==> src/rtl/riscv_checkpoint_monitor.sv <==
// Checkpoint monitor: compares a core's output port against a table of
// (instruction count, expected value) pairs while the core runs, then reports.
module riscv_checkpoint_monitor #(
    parameter int NUM_TEST     = 40,
    parameter int IW           = 32,
    parameter int DW           = 32,
    parameter int STOP_ON_FAIL = 1
) (
    input  logic                            CLK,
    input  logic                            RSTn,
    input  logic                            LD_EN,
    input  logic [$clog2(NUM_TEST)-1:0]     LD_IDX,
    input  logic [IW-1:0]                   LD_INST,
    input  logic [DW-1:0]                   LD_ANS,
    input  logic [$clog2(NUM_TEST+1)-1:0]   N_ACTIVE,
    input  logic                            START,
    input  logic [IW-1:0]                   NUM_INST,
    input  logic [DW-1:0]                   OUTPUT_PORT,
    input  logic                            HALT,
    output logic                            BUSY,
    output logic                            DONE,
    output logic                            SUCCESS,
    output logic [$clog2(NUM_TEST+1)-1:0]   PTR,
    output logic [$clog2(NUM_TEST+1)-1:0]   PASS_CNT,
    output logic [$clog2(NUM_TEST+1)-1:0]   FAIL_CNT,
    output logic [$clog2(NUM_TEST)-1:0]     FAIL_IDX,
    output logic [DW-1:0]                   FAIL_GOT,
    output logic                            FAIL_MISS,
    output logic [31:0]                     CYCLE
);
    localparam int XW = $clog2(NUM_TEST);
    localparam int CW = $clog2(NUM_TEST+1);

    typedef enum logic [1:0] {S_IDLE, S_RUN, S_PASS, S_FAIL} state_t;

    state_t          state_reg;
    logic [CW-1:0]   n_active_reg;
    logic [IW-1:0]   inst_mem [NUM_TEST];
    logic [DW-1:0]   ans_mem  [NUM_TEST];

    always_ff @(posedge CLK) begin
        if (LD_EN && state_reg == S_IDLE) begin
            inst_mem[LD_IDX] <= LD_INST;
            ans_mem[LD_IDX]  <= LD_ANS;
        end
    end

    // The pending entry must be compared in the same cycle it is addressed,
    // so the table is read combinationally at PTR.
    logic [XW-1:0] cur_idx;
    logic [IW-1:0] cur_inst;
    logic [DW-1:0] cur_ans;
    logic          active, hit, late, eval, good, bad;
    logic [CW-1:0] ptr_after, fail_cnt_after;
    logic          halt_pass, halt_miss;

    always_comb begin
        cur_idx        = PTR[XW-1:0];
        cur_inst       = inst_mem[cur_idx];
        cur_ans        = ans_mem[cur_idx];
        active         = PTR < n_active_reg;
        hit            = active && (NUM_INST == cur_inst);
        late           = active && (NUM_INST > cur_inst);
        eval           = hit || late;
        good           = hit && (OUTPUT_PORT == cur_ans);
        bad            = eval && !good;
        ptr_after      = PTR + CW'(eval);
        fail_cnt_after = FAIL_CNT + CW'(bad);
        halt_pass      = (fail_cnt_after == '0) && (ptr_after == n_active_reg);
        halt_miss      = HALT && (fail_cnt_after == '0) && !halt_pass;
    end

    always_ff @(posedge CLK) begin
        if (!RSTn) begin
            state_reg    <= S_IDLE;
            n_active_reg <= '0;
            BUSY         <= 1'b0;
            DONE         <= 1'b0;
            SUCCESS      <= 1'b0;
            PTR          <= '0;
            PASS_CNT     <= '0;
            FAIL_CNT     <= '0;
            FAIL_IDX     <= '0;
            FAIL_GOT     <= '0;
            FAIL_MISS    <= 1'b0;
            CYCLE        <= '0;
        end else begin
            case (state_reg)
                S_RUN: begin
                    if (CYCLE != '1)
                        CYCLE <= CYCLE + 32'd1;
                    PTR      <= ptr_after;
                    PASS_CNT <= PASS_CNT + CW'(good);
                    FAIL_CNT <= fail_cnt_after;
                    if (bad && FAIL_CNT == '0) begin
                        FAIL_IDX  <= cur_idx;
                        FAIL_GOT  <= OUTPUT_PORT;
                        FAIL_MISS <= late && !hit;
                    end else if (halt_miss) begin
                        // Halted early: blame the first checkpoint never reached.
                        FAIL_IDX  <= ptr_after[XW-1:0];
                        FAIL_GOT  <= OUTPUT_PORT;
                        FAIL_MISS <= 1'b1;
                    end
                    if ((STOP_ON_FAIL != 0 && bad) || (HALT && !halt_pass)) begin
                        state_reg <= S_FAIL;
                        BUSY      <= 1'b0;
                        DONE      <= 1'b1;
                        SUCCESS   <= 1'b0;
                    end else if (HALT) begin
                        state_reg <= S_PASS;
                        BUSY      <= 1'b0;
                        DONE      <= 1'b1;
                        SUCCESS   <= 1'b1;
                    end
                end
                default: begin
                    if (START) begin
                        state_reg    <= S_RUN;
                        n_active_reg <= N_ACTIVE;
                        BUSY         <= 1'b1;
                        DONE         <= 1'b0;
                        SUCCESS      <= 1'b0;
                        PTR          <= '0;
                        PASS_CNT     <= '0;
                        FAIL_CNT     <= '0;
                        FAIL_IDX     <= '0;
                        FAIL_GOT     <= '0;
                        FAIL_MISS    <= 1'b0;
                        CYCLE        <= '0;
                    end
                end
            endcase
        end
    end
endmodule

==> config.mk <==
export PLATFORM = sky130hd
export DESIGN_NAME = riscv_checkpoint_monitor
export DESIGN_NICKNAME = d
export VERILOG_FILES = /design/src/rtl/riscv_checkpoint_monitor.sv
export SDC_FILE = /design/constraint.sdc
export NUM_CORES = 2
export LEC_CHECK = 0
export BUFFER_PORTS_ARGS = -buffer_cell sky130_fd_sc_hd__buf_2
export CORE_UTILIZATION = 45
export DETAILED_ROUTE_END_ITERATION = 10
export MAX_ROUTING_LAYER = met4
export PLACE_DENSITY = 0.63
export SYNTH_ARGS = -nofsm -noshare
export SYNTH_HDL_FRONTEND = slang
export SYNTH_SLANG_ARGS = --single-unit
==> constraint.sdc <==
create_clock -name CLK -period 11.5 [get_ports CLK]
set_input_delay 0 -clock CLK [delete_from_list [all_inputs] [get_ports CLK]]
set_output_delay 0 -clock CLK [all_outputs]
set_load 0.01 [all_outputs]
==> flow_summary.ini <==
[timing]
grt_setup_unrepaired = false
report.final.slew_viol_count = 0
fin_tns_setup_ns = 0
report.final.hold_viol_count = 0
max_slew.worst_pin.slew_ns = 1.31
fmax_mhz = 98.5
final.period_utilization = 0.883
timing.slew.headroom = 0.112
clock_skew_ns = 0.0612
post-route-min-period_ns = 10.15
setup_viol = 0

[synth]
synth_top_area_share = 0.739
synthesis.instances = 5016
ys.flop_type = sky130_fd_sc_hd__edfxtp_1
post-synth-top-count-cell = sky130_fd_sc_hd__edfxtp_1
synth_seq_area_share = 0.759
yosys.area_share.simple = 0.0298
synthDistinctLibCells = 83
synth.yosys.warnings = 0
portion_of_netlist_area_occupied_by_mux_cells = 0.161
postSynthAreaPerCell_um2 = 20.7
netlist.top_cell.by_area = sky130_fd_sc_hd__edfxtp_1
netlist_top_cells_area = sky130_fd_sc_hd__edfxtp_1 74%, sky130_fd_sc_hd__mux4_2 13%, sky130_fd_sc_hd__mux2i_1 2.6%, sky130_fd_sc_hd__dfxtp_1 2.0%, sky130_fd_sc_hd__nand2_1 0.94%
synth_compound_gate_area_share = 0.0253
synth.top_cells.by_count = 2,560 x sky130_fd_sc_hd__edfxtp_1, 602 x sky130_fd_sc_hd__mux4_2, 272 x sky130_fd_sc_hd__mux2i_1, 260 x sky130_fd_sc_hd__nand2_1
edff_count_synth = 2560
synth.net_count = 5205
syn-cell-area_mm2 = 0.104
combinational_family_with_the_most_area_after_synthesis = multiplexers
yosys_register_bits = 2665
synthArstFlopShare = 0
synth_xor_area_frac = 0.00530
synthAdderAreaFrac = 0.00529

[global_route]
grt_remaining_overflow = 0
grt_pass1_vias = 53500
grt_first_pass_wirelength_um = 410000
grt_start_max_net_pins = 112
total_routing_usage_gr = 0.260
initial_antenna_violation_count = 22

[worst_setup_path]
regToRegEndpoint = FAIL_GOT[5]
arrival_ns = 10.99
crit_end = FAIL_GOT[5]
crit_required_ns = 12.34
critical_path_peak_fanout = 38
start_kind = register
timing.critical_path.to_type = register
criticalPathCategory = reg2reg
setup_slack_on_the_worst_flop_to_flop_path_ns = 1.35
rr_worst_depth = 25

[floorplanning]
die-area_mm2 = 0.233
die_y_um = 483
ioPinCount = 237
die-width_um = 483
core.rowCount = 176
floorplan.core_area_mm2 = 0.230
initial_utilization = 0.452

[clocking]
ctsRootBufferMaster = sky130_fd_sc_hd__clkbuf_16
ctsHtreeMaxLevel = 5
cts_tree = done
clockBufferDepth = 4
clkTransAtPathRegs_ns = 0.06
cts_repair_resize_count = 0
clk_latency_ns = 0.93
postCtsSetupBuffers = 0
tritoncts.num_buffers = 291
cts.sink_count = 2665

[hold_path]
min_delay_path_depth = 4
hp-start = RSTn
type_of_the_most_critical_hold_path = in2reg

[power]
power.share.sequential = 0.530
internal-power_w = 0.0161
leakagePower_nw = 37.3
ir_drop_mv = 0.183
power_frac_clock = 0.437
comb_power_share = 0.033
power_switching_share = 0.203
switching_power_w = 0.00409
powerDensity_mw_per_mm2 = 168

[placed_design]
placedCellCount = 8145
dp_hpwl_um = 157000
dpl-instance-area_mm2 = 0.109
io_buffers = 236
gp_routability_congestion = 0.832

[finish]
reg.largest.list = ans_mem: 1280 flops, inst_mem: 1280 flops
finalInstanceArea_mm2 = 0.120
num-nets-final = 5793
final_std_cells_w_o_fill = 8837
area.growth.synth_to_final_pct = 15.3
final.fill_count = 17900
fraction_of_layout_cells_with_a_size_suffix_above_1 = 0.250

[route]
wl_met2_um = 141000
first_pass_iters = 5
routed_wire_length_per_instance_um = 33.4
vias_per_cell = 6.22
route.final.wire_length_um = 295000
met3WireLength_um = 28300
detailroute.via_count = 55000
dr.first_iter.drc_count = 6804
drc = 0
wirelength_met1_um = 117000
antenna_violating_nets_left = 0
topRoutingLayerUsed = met4

[job]
drv_cap = 0

[status]
outcome = complete, no violations
cells in the final DEF (no fill, tap or decap), drive strengths merged, types with 44 or more instances in the layout:
| cell type | synthesis | routed |
|---|---|---|
| a21oi | 102 | 102 |
| buf | 154 | 376 |
| clkbuf | 118 | 371 |
| clkinv | 0 | 86 |
| dfxtp | 105 | 105 |
| dlygate4sd3 | 0 | 191 |
| edfxtp | 2560 | 2560 |
| ha | 44 | 44 |
| mux2i | 273 | 273 |
| mux4 | 609 | 609 |
| nand2 | 260 | 260 |
| nand3 | 84 | 84 |
| nor2 | 119 | 119 |
| o21ai | 62 | 62 |
| o22ai | 68 | 68 |
power groups by stage:
stage                     clock (W)  combinational, W  sequential [W]
final                       0.00882          0.000673          0.0107
after global routing        0.00929          0.000719          0.0107
after CTS                   0.00894          0.000671          0.0107
after detailed placement          0          0.000612          0.0109
after global placement            0          0.000599          0.0109
after floorplan                   0          0.000340          0.0109
repair_timing:
item	4_1_cts	5_1_grt
hold endpoints to repair	2668	0
setup endpoints to repair	0	0
hold buffers	191	0
cell type report:
class                   count  area [um^2]  area share
diodes                     16         40.0    0.000334
repair buffers            567         4310      0.0359
flip-flops and latches   2665        79000       0.659
well taps                3026         3790      0.0316
clock inverters           113         1030     0.00861
inverters                  19         78.8    0.000657
clock buffers             371         7780      0.0649
multi-input cells        2060        23900       0.199
kinds of logic (layout without fill, tap and decap cells):
group	count (synthesis)	in the layout
xor+xnor	63	63
buf+inv	291	1070
mux	903	903
flops	2665	2665
fa+ha+maj	44	44
compound gates	398	398
simple gates	652	652
other cells	0	16
metrics by stage:
stage          total power [W]  hold WS (ns)  utilization  setup slack (ns)
2_1_floorplan           0.0112        0.0989            -              2.97
3_3_place_gp            0.0115         0.250        0.475              2.40
3_5_place_dp            0.0115         0.258        0.475              2.15
4_1_cts                 0.0203       0.00684        0.521              1.61
5_1_grt                 0.0207        0.0585        0.522             0.890
6_report                0.0202        0.0686        0.522              1.35
layer usage:
| layer | vias up | track usage |
|---|---|---|
| met5 | - | - |
| met4 | 0 | 0.0747 |
| met3 | 523 | 0.0486 |
| met2 | 2872 | 0.402 |
| met1 | 29600 | 0.353 |
| li1 | 22000 | - |
critical path, cell delays in order, from the launching register on:
cell                            delay [ns]
sky130_fd_sc_hd__dfxtp_4              0.90
sky130_fd_sc_hd__buf_4                0.56
sky130_fd_sc_hd__mux4_2               0.58
sky130_fd_sc_hd__mux4_2               0.47
sky130_fd_sc_hd__mux2_2               0.30
sky130_fd_sc_hd__o21ai_0              0.46
sky130_fd_sc_hd__ha_1                 0.25
sky130_fd_sc_hd__nand4_1              0.13
sky130_fd_sc_hd__nor4_1               0.61
sky130_fd_sc_hd__nand4_1              0.70
sky130_fd_sc_hd__a21oi_1              0.46
sky130_fd_sc_hd__a211oi_2             0.23
sky130_fd_sc_hd__or2_2                0.46
sky130_fd_sc_hd__o21ai_1              0.22
sky130_fd_sc_hd__ha_1                 0.24
sky130_fd_sc_hd__ha_1                 0.25
sky130_fd_sc_hd__a31oi_1              0.13
sky130_fd_sc_hd__or4_1                0.56
sky130_fd_sc_hd__o31ai_1              0.30
sky130_fd_sc_hd__or2_2                0.27
sky130_fd_sc_hd__inv_1                0.12
sky130_fd_sc_hd__o21ai_0              0.43
sky130_fd_sc_hd__a31o_4               0.47
sky130_fd_sc_hd__nand3_1              0.20
sky130_fd_sc_hd__a21oi_1              0.19
sky130_fd_sc_hd__dlygate4sd3_1        0.58
worst min-delay path by stage:
stage	end	slack (ns)
finish	SUCCESS	0.07
global route	FAIL_GOT[27]	0.06
floorplan	ans_mem[0][0]	0.1
CTS	FAIL_GOT[27]	0.007
detailed placement	n_active_reg[5]	0.26
global placement	n_active_reg[5]	0.25
Power figures use the tool's default switching activity.
